--- config.mk ---
export PLATFORM = sky130hd
export DESIGN_NAME = ycbcr_skin_bbox
export DESIGN_NICKNAME = d
export VERILOG_FILES = /design/src/rtl/ycbcr_skin_bbox.sv
export SDC_FILE = /design/constraint.sdc
export NUM_CORES = 1
export LEC_CHECK = 0
export CAP_MARGIN = 20
export CORE_MARGIN = 1
export CORE_UTILIZATION = 50
export CTS_CLUSTER_DIAMETER = 40
export DETAILED_ROUTE_END_ITERATION = 16
export PLACE_DENSITY_LB_ADDON = 0.3
export SLEW_MARGIN = 10
export SYNTH_ARGS = -nofsm -noshare
export SYNTH_HDL_FRONTEND = slang
export SYNTH_SLANG_ARGS = --single-unit
--- constraint.sdc ---
create_clock -name clock -period 4.3 [get_ports clock]
set_input_delay 0.86 -clock clock [delete_from_list [all_inputs] [get_ports clock]]
set_output_delay 0.86 -clock clock [all_outputs]
set_load 0.05 [all_outputs]
--- src/rtl/ycbcr_skin_bbox.sv ---
// rtl/ycbcr_skin_bbox.sv - Cb/Cr skin classifier with per-frame bounding box and pixel count
module ycbcr_skin_bbox #(
  parameter int DSIZE  = 10,
  parameter int IMG_W  = 640,
  parameter int IMG_H  = 480,
  parameter int XW     = 11,
  parameter int YW     = 10,
  parameter int CW     = 20,
  parameter int CB_MIN = 308,
  parameter int CB_MAX = 508,
  parameter int CR_MIN = 532,
  parameter int CR_MAX = 692
) (
  input  logic             clock,
  input  logic             rst_n,
  input  logic [DSIZE-1:0] inY,
  input  logic [DSIZE-1:0] inCb,
  input  logic [DSIZE-1:0] inCr,
  input  logic             ien,
  input  logic             in_vs,
  output logic             obin,
  output logic [DSIZE-1:0] oY,
  output logic             oen,
  output logic [XW-1:0]    x_min,
  output logic [XW-1:0]    x_max,
  output logic [YW-1:0]    y_min,
  output logic [YW-1:0]    y_max,
  output logic [CW-1:0]    pix_cnt,
  output logic             obj_found,
  output logic             frame_done
);

  localparam logic [DSIZE-1:0] CB_LO  = DSIZE'(CB_MIN);
  localparam logic [DSIZE-1:0] CB_HI  = DSIZE'(CB_MAX);
  localparam logic [DSIZE-1:0] CR_LO  = DSIZE'(CR_MIN);
  localparam logic [DSIZE-1:0] CR_HI  = DSIZE'(CR_MAX);
  localparam logic [XW-1:0]    X_LAST = XW'(IMG_W - 1);
  localparam logic [YW-1:0]    Y_LAST = YW'(IMG_H - 1);
  localparam logic [XW-1:0]    X_ONES = '1;
  localparam logic [YW-1:0]    Y_ONES = '1;
  localparam logic [CW-1:0]    C_MAX  = '1;

  typedef enum logic [1:0] {
    S_IDLE   = 2'd0,
    S_ACTIVE = 2'd1,
    S_DONE   = 2'd2
  } state_t;

  state_t           state_q, state_d;
  logic             vs_d_q, vs_d_d;
  logic [XW-1:0]    x_q, x_d;
  logic [YW-1:0]    y_q, y_d;
  logic [XW-1:0]    xmin_acc_q, xmin_acc_d;
  logic [XW-1:0]    xmax_acc_q, xmax_acc_d;
  logic [YW-1:0]    ymin_acc_q, ymin_acc_d;
  logic [YW-1:0]    ymax_acc_q, ymax_acc_d;
  logic [CW-1:0]    cnt_acc_q, cnt_acc_d;
  logic             obin_q, obin_d;
  logic [DSIZE-1:0] oy_q, oy_d;
  logic             oen_q, oen_d;
  logic [XW-1:0]    x_min_q, x_min_d;
  logic [XW-1:0]    x_max_q, x_max_d;
  logic [YW-1:0]    y_min_q, y_min_d;
  logic [YW-1:0]    y_max_q, y_max_d;
  logic [CW-1:0]    pix_cnt_q, pix_cnt_d;
  logic             obj_found_q, obj_found_d;
  logic             frame_done_q, frame_done_d;

  logic             vs_rise;
  logic             skin;
  logic             take;
  logic [XW-1:0]    cur_x;
  logic [YW-1:0]    cur_y;

  assign vs_rise = in_vs & ~vs_d_q;
  assign skin    = (inCb >= CB_LO) && (inCb <= CB_HI) &&
                   (inCr >= CR_LO) && (inCr <= CR_HI);

  // Pixel path: one-register delay for mask, luma and valid; mask forced low on bubbles
  always_comb begin
    oen_d  = ien;
    obin_d = ien & skin;
    oy_d   = inY;
  end

  // Frame FSM next state, position counters, accumulators and publication
  always_comb begin
    state_d      = state_q;
    vs_d_d       = in_vs;
    x_d          = x_q;
    y_d          = y_q;
    xmin_acc_d   = xmin_acc_q;
    xmax_acc_d   = xmax_acc_q;
    ymin_acc_d   = ymin_acc_q;
    ymax_acc_d   = ymax_acc_q;
    cnt_acc_d    = cnt_acc_q;
    x_min_d      = x_min_q;
    x_max_d      = x_max_q;
    y_min_d      = y_min_q;
    y_max_d      = y_max_q;
    pix_cnt_d    = pix_cnt_q;
    obj_found_d  = obj_found_q;
    frame_done_d = 1'b0;
    take         = 1'b0;
    cur_x        = x_q;
    cur_y        = y_q;

    if (vs_rise) begin
      // A new frame start overrides everything, including a pending publish,
      // and a coincident pixel becomes (0,0) of the new frame.
      state_d    = S_ACTIVE;
      cur_x      = '0;
      cur_y      = '0;
      x_d        = '0;
      y_d        = '0;
      xmin_acc_d = X_ONES;
      xmax_acc_d = '0;
      ymin_acc_d = Y_ONES;
      ymax_acc_d = '0;
      cnt_acc_d  = '0;
      take       = ien;
    end else begin
      case (state_q)
        S_ACTIVE: take = ien;
        S_DONE: begin
          state_d      = S_IDLE;
          frame_done_d = 1'b1;
          if (cnt_acc_q != '0) begin
            x_min_d     = xmin_acc_q;
            x_max_d     = xmax_acc_q;
            y_min_d     = ymin_acc_q;
            y_max_d     = ymax_acc_q;
            pix_cnt_d   = cnt_acc_q;
            obj_found_d = 1'b1;
          end else begin
            x_min_d     = '0;
            x_max_d     = '0;
            y_min_d     = '0;
            y_max_d     = '0;
            pix_cnt_d   = '0;
            obj_found_d = 1'b0;
          end
        end
        default: ;
      endcase
    end

    if (take) begin
      if (cur_x == X_LAST) begin
        x_d = '0;
        if (cur_y == Y_LAST) begin
          y_d     = '0;
          state_d = S_DONE;
        end else begin
          y_d = cur_y + 1'b1;
        end
      end else begin
        x_d = cur_x + 1'b1;
      end

      if (skin) begin
        if (cur_x < xmin_acc_d) xmin_acc_d = cur_x;
        if (cur_x > xmax_acc_d) xmax_acc_d = cur_x;
        if (cur_y < ymin_acc_d) ymin_acc_d = cur_y;
        if (cur_y > ymax_acc_d) ymax_acc_d = cur_y;
        if (cnt_acc_d != C_MAX) cnt_acc_d = cnt_acc_d + 1'b1;
      end
    end
  end

  // State and datapath registers with asynchronous clear
  always_ff @(posedge clock or negedge rst_n) begin
    if (!rst_n) begin
      state_q      <= S_IDLE;
      vs_d_q       <= 1'b0;
      x_q          <= '0;
      y_q          <= '0;
      xmin_acc_q   <= X_ONES;
      xmax_acc_q   <= '0;
      ymin_acc_q   <= Y_ONES;
      ymax_acc_q   <= '0;
      cnt_acc_q    <= '0;
      obin_q       <= 1'b0;
      oy_q         <= '0;
      oen_q        <= 1'b0;
      x_min_q      <= '0;
      x_max_q      <= '0;
      y_min_q      <= '0;
      y_max_q      <= '0;
      pix_cnt_q    <= '0;
      obj_found_q  <= 1'b0;
      frame_done_q <= 1'b0;
    end else begin
      state_q      <= state_d;
      vs_d_q       <= vs_d_d;
      x_q          <= x_d;
      y_q          <= y_d;
      xmin_acc_q   <= xmin_acc_d;
      xmax_acc_q   <= xmax_acc_d;
      ymin_acc_q   <= ymin_acc_d;
      ymax_acc_q   <= ymax_acc_d;
      cnt_acc_q    <= cnt_acc_d;
      obin_q       <= obin_d;
      oy_q         <= oy_d;
      oen_q        <= oen_d;
      x_min_q      <= x_min_d;
      x_max_q      <= x_max_d;
      y_min_q      <= y_min_d;
      y_max_q      <= y_max_d;
      pix_cnt_q    <= pix_cnt_d;
      obj_found_q  <= obj_found_d;
      frame_done_q <= frame_done_d;
    end
  end

  assign obin       = obin_q;
  assign oY         = oy_q;
  assign oen        = oen_q;
  assign x_min      = x_min_q;
  assign x_max      = x_max_q;
  assign y_min      = y_min_q;
  assign y_max      = y_max_q;
  assign pix_cnt    = pix_cnt_q;
  assign obj_found  = obj_found_q;
  assign frame_done = frame_done_q;

endmodule

==> Word level (Yosys, flattened, before mapping) <==
Cells that the tools add are included.
{ "word_totals": {"ff_bits": 162, "latch_bits": 0, "mem_bits_rw": 0, "rom_bits": 0, "in_bits": 34, "word_cells": 86, "memories": 0} }
{ "classes": {"addsub": 3, "multipliers": 0, "n_div": 0, "n_lt_le_gt_ge": 8, "n_eq_ne": 5, "shift": 0, "mux": 42, "bitwise_logic": 4, "n_reduce_logical": 5} }
{ "ops": {"columns": ["op", "n"], "rows": [
  ["2-to-1 mux 11 bit", 13],
  ["2-to-1 mux 10 bit", 14],
  ["2-to-1 mux 20 bit", 5],
  ["adder 20 x 1 -> 20 bit, second input constant", 1],
  ["!= test 20 bit, second input constant", 1],
  ["nonzero test 20 bit", 1],
  ["adder 11 x 1 -> 11 bit, second input constant", 1],
  ["== test 11 x 10 -> 1 bit, second input constant", 1],
  ["greater-than comparator 11 bit", 1],
  ["< comparator 11 bit", 1],
  ["adder 10 x 1 -> 10 bit, second input constant", 1],
  ["== test 10 x 9 -> 1 bit, second input constant", 1],
  ["greater-or-equal comparator 10 bit, second input constant", 1],
  ["greater-or-equal comparator 10 x 9 -> 1 bit, second input constant", 1],
  ["greater-than comparator 10 bit", 1],
  ["<= comparator 10 bit, second input constant", 1],
  ["<= comparator 10 x 9 -> 1 bit, second input constant", 1],
  ["< comparator 10 bit", 1],
  ["2-to-1 mux 2 bit", 5],
  ["2-to-1 mux 1 bit", 5],
  ["logical AND 1 bit", 3],
  ["bitwise AND 1 bit", 2],
  ["== test 2 x 1 -> 1 bit, second input constant", 1],
  ["== test 2 bit, second input constant", 1],
  ["other kinds (2)", 3]
]} }

==> Depth between registers and ports, before layout <==
{ "logic_depth": {"depth_word": 7, "mapped_depth": 16} }

==> Worst setup path after synthesis <==
OpenSTA, ideal clock, no wires.
{ "synth_path": {"kind": "input to register", "start": "input port in_vs", "end": "register xmax_acc_q[0]", "setup_ps": 125, "arrival_ps": 3684, "t_required_ps": 4175, "setup_slack_ps": 491, "cell_stages": 15, "path_buffers": 6, "cell_sequence": "nand2b_1 buf_2 buf_4 buf_2 clkbuf_1 buf_2 nand2_1 ha_1 and3_1 nand4_1 a211oi_1 a211oi_1 nor3_1 buf_2 mux2_2"} }
{ "synth_via": {"elab_chain_cells": 6, "word_cells_on_any_way": 8, "classes_between": "order compare: 1; mux: 6; bitwise: 1"} }
{ "synth_rtl": {"columns": ["element", "line_no", "source"], "rows": [
  ["start: declaration", "20", "input logic in_vs,"],
  ["bitwise AND 1 bit *", "75", "assign vs_rise = in_vs & ~vs_d_q;"],
  ["2-to-1 mux 11 bit", "108", "if (vs_rise) begin"],
  ["greater-than comparator 11 bit", "163", "if (cur_x > xmax_acc_d) xmax_acc_d = cur_x;"],
  ["2-to-1 mux 11 bit", "163", null],
  ["2-to-1 mux 11 bit", "161", "if (skin) begin"],
  ["2-to-1 mux 11 bit *", "148", "if (take) begin"],
  ["named net xmax_acc_d[0]", "54", "logic [XW-1:0] xmax_acc_q, xmax_acc_d;"],
  ["end signal: assignment", "199", "xmax_acc_q <= xmax_acc_d;"],
  ["end: declaration", "54", null]
]} }
Mark *: on every way through the listed nets, which the timed path passes. The rest lies on a longest branch.
A chain may end at the register's enable or synchronous reset.

==> Final worst setup path <==
{ "layout_path": {"start": "input port in_vs", "end": "register xmin_acc_q[10]"} }
{ "layout_via": {"elab_chain_cells": 6, "word_cells_on_any_way": 8, "classes_between": "order compare: 1; mux: 6; bitwise: 1"} }
{ "layout_rtl": {"columns": ["element", "line_no", "source"], "rows": [
  ["bitwise AND 1 bit *", "75", null],
  ["2-to-1 mux 11 bit", "108", null],
  ["< comparator 11 bit", "162", "if (cur_x < xmin_acc_d) xmin_acc_d = cur_x;"],
  ["2-to-1 mux 11 bit", "162", null],
  ["2-to-1 mux 11 bit", "161", null],
  ["2-to-1 mux 11 bit *", "148", null],
  ["named net xmin_acc_d[10]", "53", "logic [XW-1:0] xmin_acc_q, xmin_acc_d;"],
  ["end signal: assignment", "198", "xmin_acc_q <= xmin_acc_d;"],
  ["end: declaration", "53", null]
]} }
Marks and branches as above.

==> reports/results.tsv <==
metric	value	unit
final hold violation count	0	
initial drt markers	492	
Synth Register Bits	162	
syn nets	788	
TritonCTS clock tree	done	
Syn Area/Cell	10.9	um^2
sequential area share after synthesis	52.0	%
Setup TNS Final	0	ns
vias	6069	
CP endpoint kind	flip-flop	
initial antenna violation count	0	
gpl congestion	0.904	
pin count of the biggest net entering global routing	101	
Worst EP required	4.64	ns
Seq pwr share	44.9	%
Netlist cell types	59	
Max IR drop VDD	0.275	mV
Met3 Wirelength	882	um
startpoint types	primary input	
clk_skew	0.00835	ns
R2R Setup Slk	1.50	ns
Die ar.	0.0162	mm^2
CTS H-Tree Depth	4	
max_cap viols	0	
EDFF count, synth	0	
Global Route Usage Sum	24.4	%
Pint	2770	uW
Mapped Area	0.00784	mm^2
Synth area leader	dfrtp_1	
wl on met1	8620	um
I/O Buffers	109	
ys flop type	dfrtp_1	
# hold bufs at CTS	0	
global-route wire length before repair	30800	um
WL per Instance	17.8	um
nets	906	
Max Slew Vio Count	0	
Routed Antenna Nets	0	
row count	45	
met2 wire len	9020	um
Gate power share	6.8	%
sw frac	22.0	%
Final HPWL DP	12800	um
drt total wl	18800	um
Hold Crit Class	reg2reg	
Power Density	356	mW/mm^2
Die W	127	um
Max clock buf depth	2	
WP data arrival	3.67	ns
total power	3550	uW
Final Cycle Share	77.4	%
slew at the pin with the worst max-slew slack	0.920	ns
Clk pwr share	48.3	%
Top Layer Used	met4	
Fmax	301	MHz
Async SR Flop Fraction	100	%
P_leak	0.00478	uW
Resize count post-CTS	0	
Mapped Cells	719	
Via-to-Cell Ratio	5.72	
Initial Utilization	51.4	%
WS Path Type	in2reg	
vias in the first global route	6029	
CTS root buf	clkbuf_16	
clock-pin slew on the worst setup and hold paths	0.06	ns
headroom to the max-slew limit	38.6	%
DRC violations left	0	
Setup Buffers After CTS	0	
Yosys warning total	0	
status	finished clean	
post-synth top area share	45.0	%
cts bufs inserted	17	
Setup Viol. Count Final	0	
final std cells w/o fill	1061	
Synth area leaders	dfrtp_1 45%, dfstp_2 7.0%, mux2i_1 6.1%	
WHS	0.491	ns
TritonCTS Sinks	162	
Ports	110	
share of post-route cells with drive strength above 1	12.6	%
placed cell count	1029	
Core Region	0.0153	mm^2
Psw	780	uW
CP Max Fanout	22	
die span in y	127	um
Final Critical Period	3.33	ns
area grow syn2layout	27.3	%
DRT Pass-1 Iters	5	
worst skew pair latency	0.43	ns
ANT cells	0	
grt ovf	0	
RSZ-0062 raised after global routing	false	
[metrics by stage]
step                setup WS [ns]  util, %  area (um^2)
floorplan                   0.491        -         7840
CTS                         0.961     65.4         9980
global route                0.753     65.4         9980
global placement            0.669     61.0         9300
detailed placement          0.542     61.0         9300
finish                      0.974     65.4         9980
[cell usage after synthesis, drive strengths merged (2+ instances only)]
cell type  number
and3           15
a2111oi         3
ha             35
nand3          26
nor3b           2
o211ai          5
o21a            2
nand4b          2
dfstp          21
and4            3
nor4           16
mux2i          48
xor2           10
and2            6
nand4           9
nor3           11
o21ai          13
buf            18
a21o            8
mux2           14
a32oi           2
xnor2          15
inv            29
nor2b           5
a31oi           2
dfrtp         141
a211oi          2
or2             2
or4             6
a21oi          19
a22o           50
nor2           43
nand2          78
o31ai          11
clkbuf         21
a211o           3
nand2b         11
[path summary, 6_finish.rpt]
path,start,endpoint,cells after the start
max reg2reg,vs_d_q,ymin_acc_q[1],11
min in group asynchronous,rst_n,pix_cnt[6],1
max,in_vs,xmin_acc_q[10],12
max in group asynchronous,rst_n,ymin_acc_q[9],2
min reg2reg,obj_found,obj_found,1
min,obj_found,obj_found,1
[cell families (layout without fill, tap and decap cells)]
| family | Yosys count | after routing | synth area share, % |
|---|---|---|---|
| and+or+nand+nor | 240 | 240 | 15.7 |
| DFF | 162 | 162 | 52.0 |
| AOI/OAI and AO/OA | 127 | 127 | 12.1 |
| buffers and inverters | 68 | 199 | 3.57 |
| muxes | 62 | 62 | 8.14 |
| adders and majority gates | 35 | 35 | 5.59 |
| xor gates and xnor gates | 25 | 25 | 2.79 |
[worst max-delay path, cell delays in order]
cell and delay, ns:
clkdlybuf4s50_1 0.55, nor2b_2 0.19, buf_4 0.26, nor2_1 0.11, ha_1 0.32, a21oi_1 0.18, o31ai_1 0.10, a211o_1 0.32
a221oi_1 0.30, nand2b_1 0.08, buf_4 0.21, mux2i_1 0.19
[per-layer routing]
metal  GRT usage (%)  up-vias
met1            32.1     3020
met5               0        -
met2            39.5      186
li1                -     2835
met3            5.70       28
met4            8.82        0
[power groups by stage]
stage                     registers [uW]  logic [uW]  clock network [uW]
final                               1590         242                1720
after global routing                1600         270                1800
after CTS                           1590         244                1750
after detailed placement            1620         242                   0
after global placement              1620         234                   0
after floorplan                     1630         104                   0
[state kept, by name (all words and copies together), names as in the netlist, 2 cells and up]
signal      count
xmax_acc_q     11
x_min          11
ymin_acc_q     10
x_q            11
y_q            10
y_max          10
ymax_acc_q     10
y_min          10
cnt_acc_q      20
pix_cnt        20
oY             10
state_q         2
x_max          11
xmin_acc_q     11
[cells in the final DEF (no fill, tap or decap), types with 4 or more instances in the layout]
master / instances
bufinv_16: 6
clkinv_4: 4
nand2b_1: 10
a21o_1: 8
mux2_2: 13
o211ai_1: 5
nand2_1: 77
nand4_1: 8
o31ai_1: 11
and3_1: 14
inv_1: 29
clkbuf_16: 17
dfrtp_1: 141
nor2b_1: 4
a22o_1: 50
o21ai_0: 13
a21oi_1: 19
or4_1: 6
mux2i_1: 48
nor4_1: 14
dfstp_2: 21
xnor2_1: 15
xor2_1: 10
and2_1: 5
nor3_1: 11
nand3_1: 26
ha_1: 35
nor2_1: 42
clkdlybuf4s50_1: 108
buf_4: 26
[cell type report]
class,instances,area (um^2)
clock buffers,19,443
clock inverters,13,233
fillers,1169,5280
inverters,29,109
multi-input cells,489,3500
flip-flops and latches,162,4080
well taps,211,264
repair buffers,138,1350
Note: power is estimated with default switching activity, not from simulation.
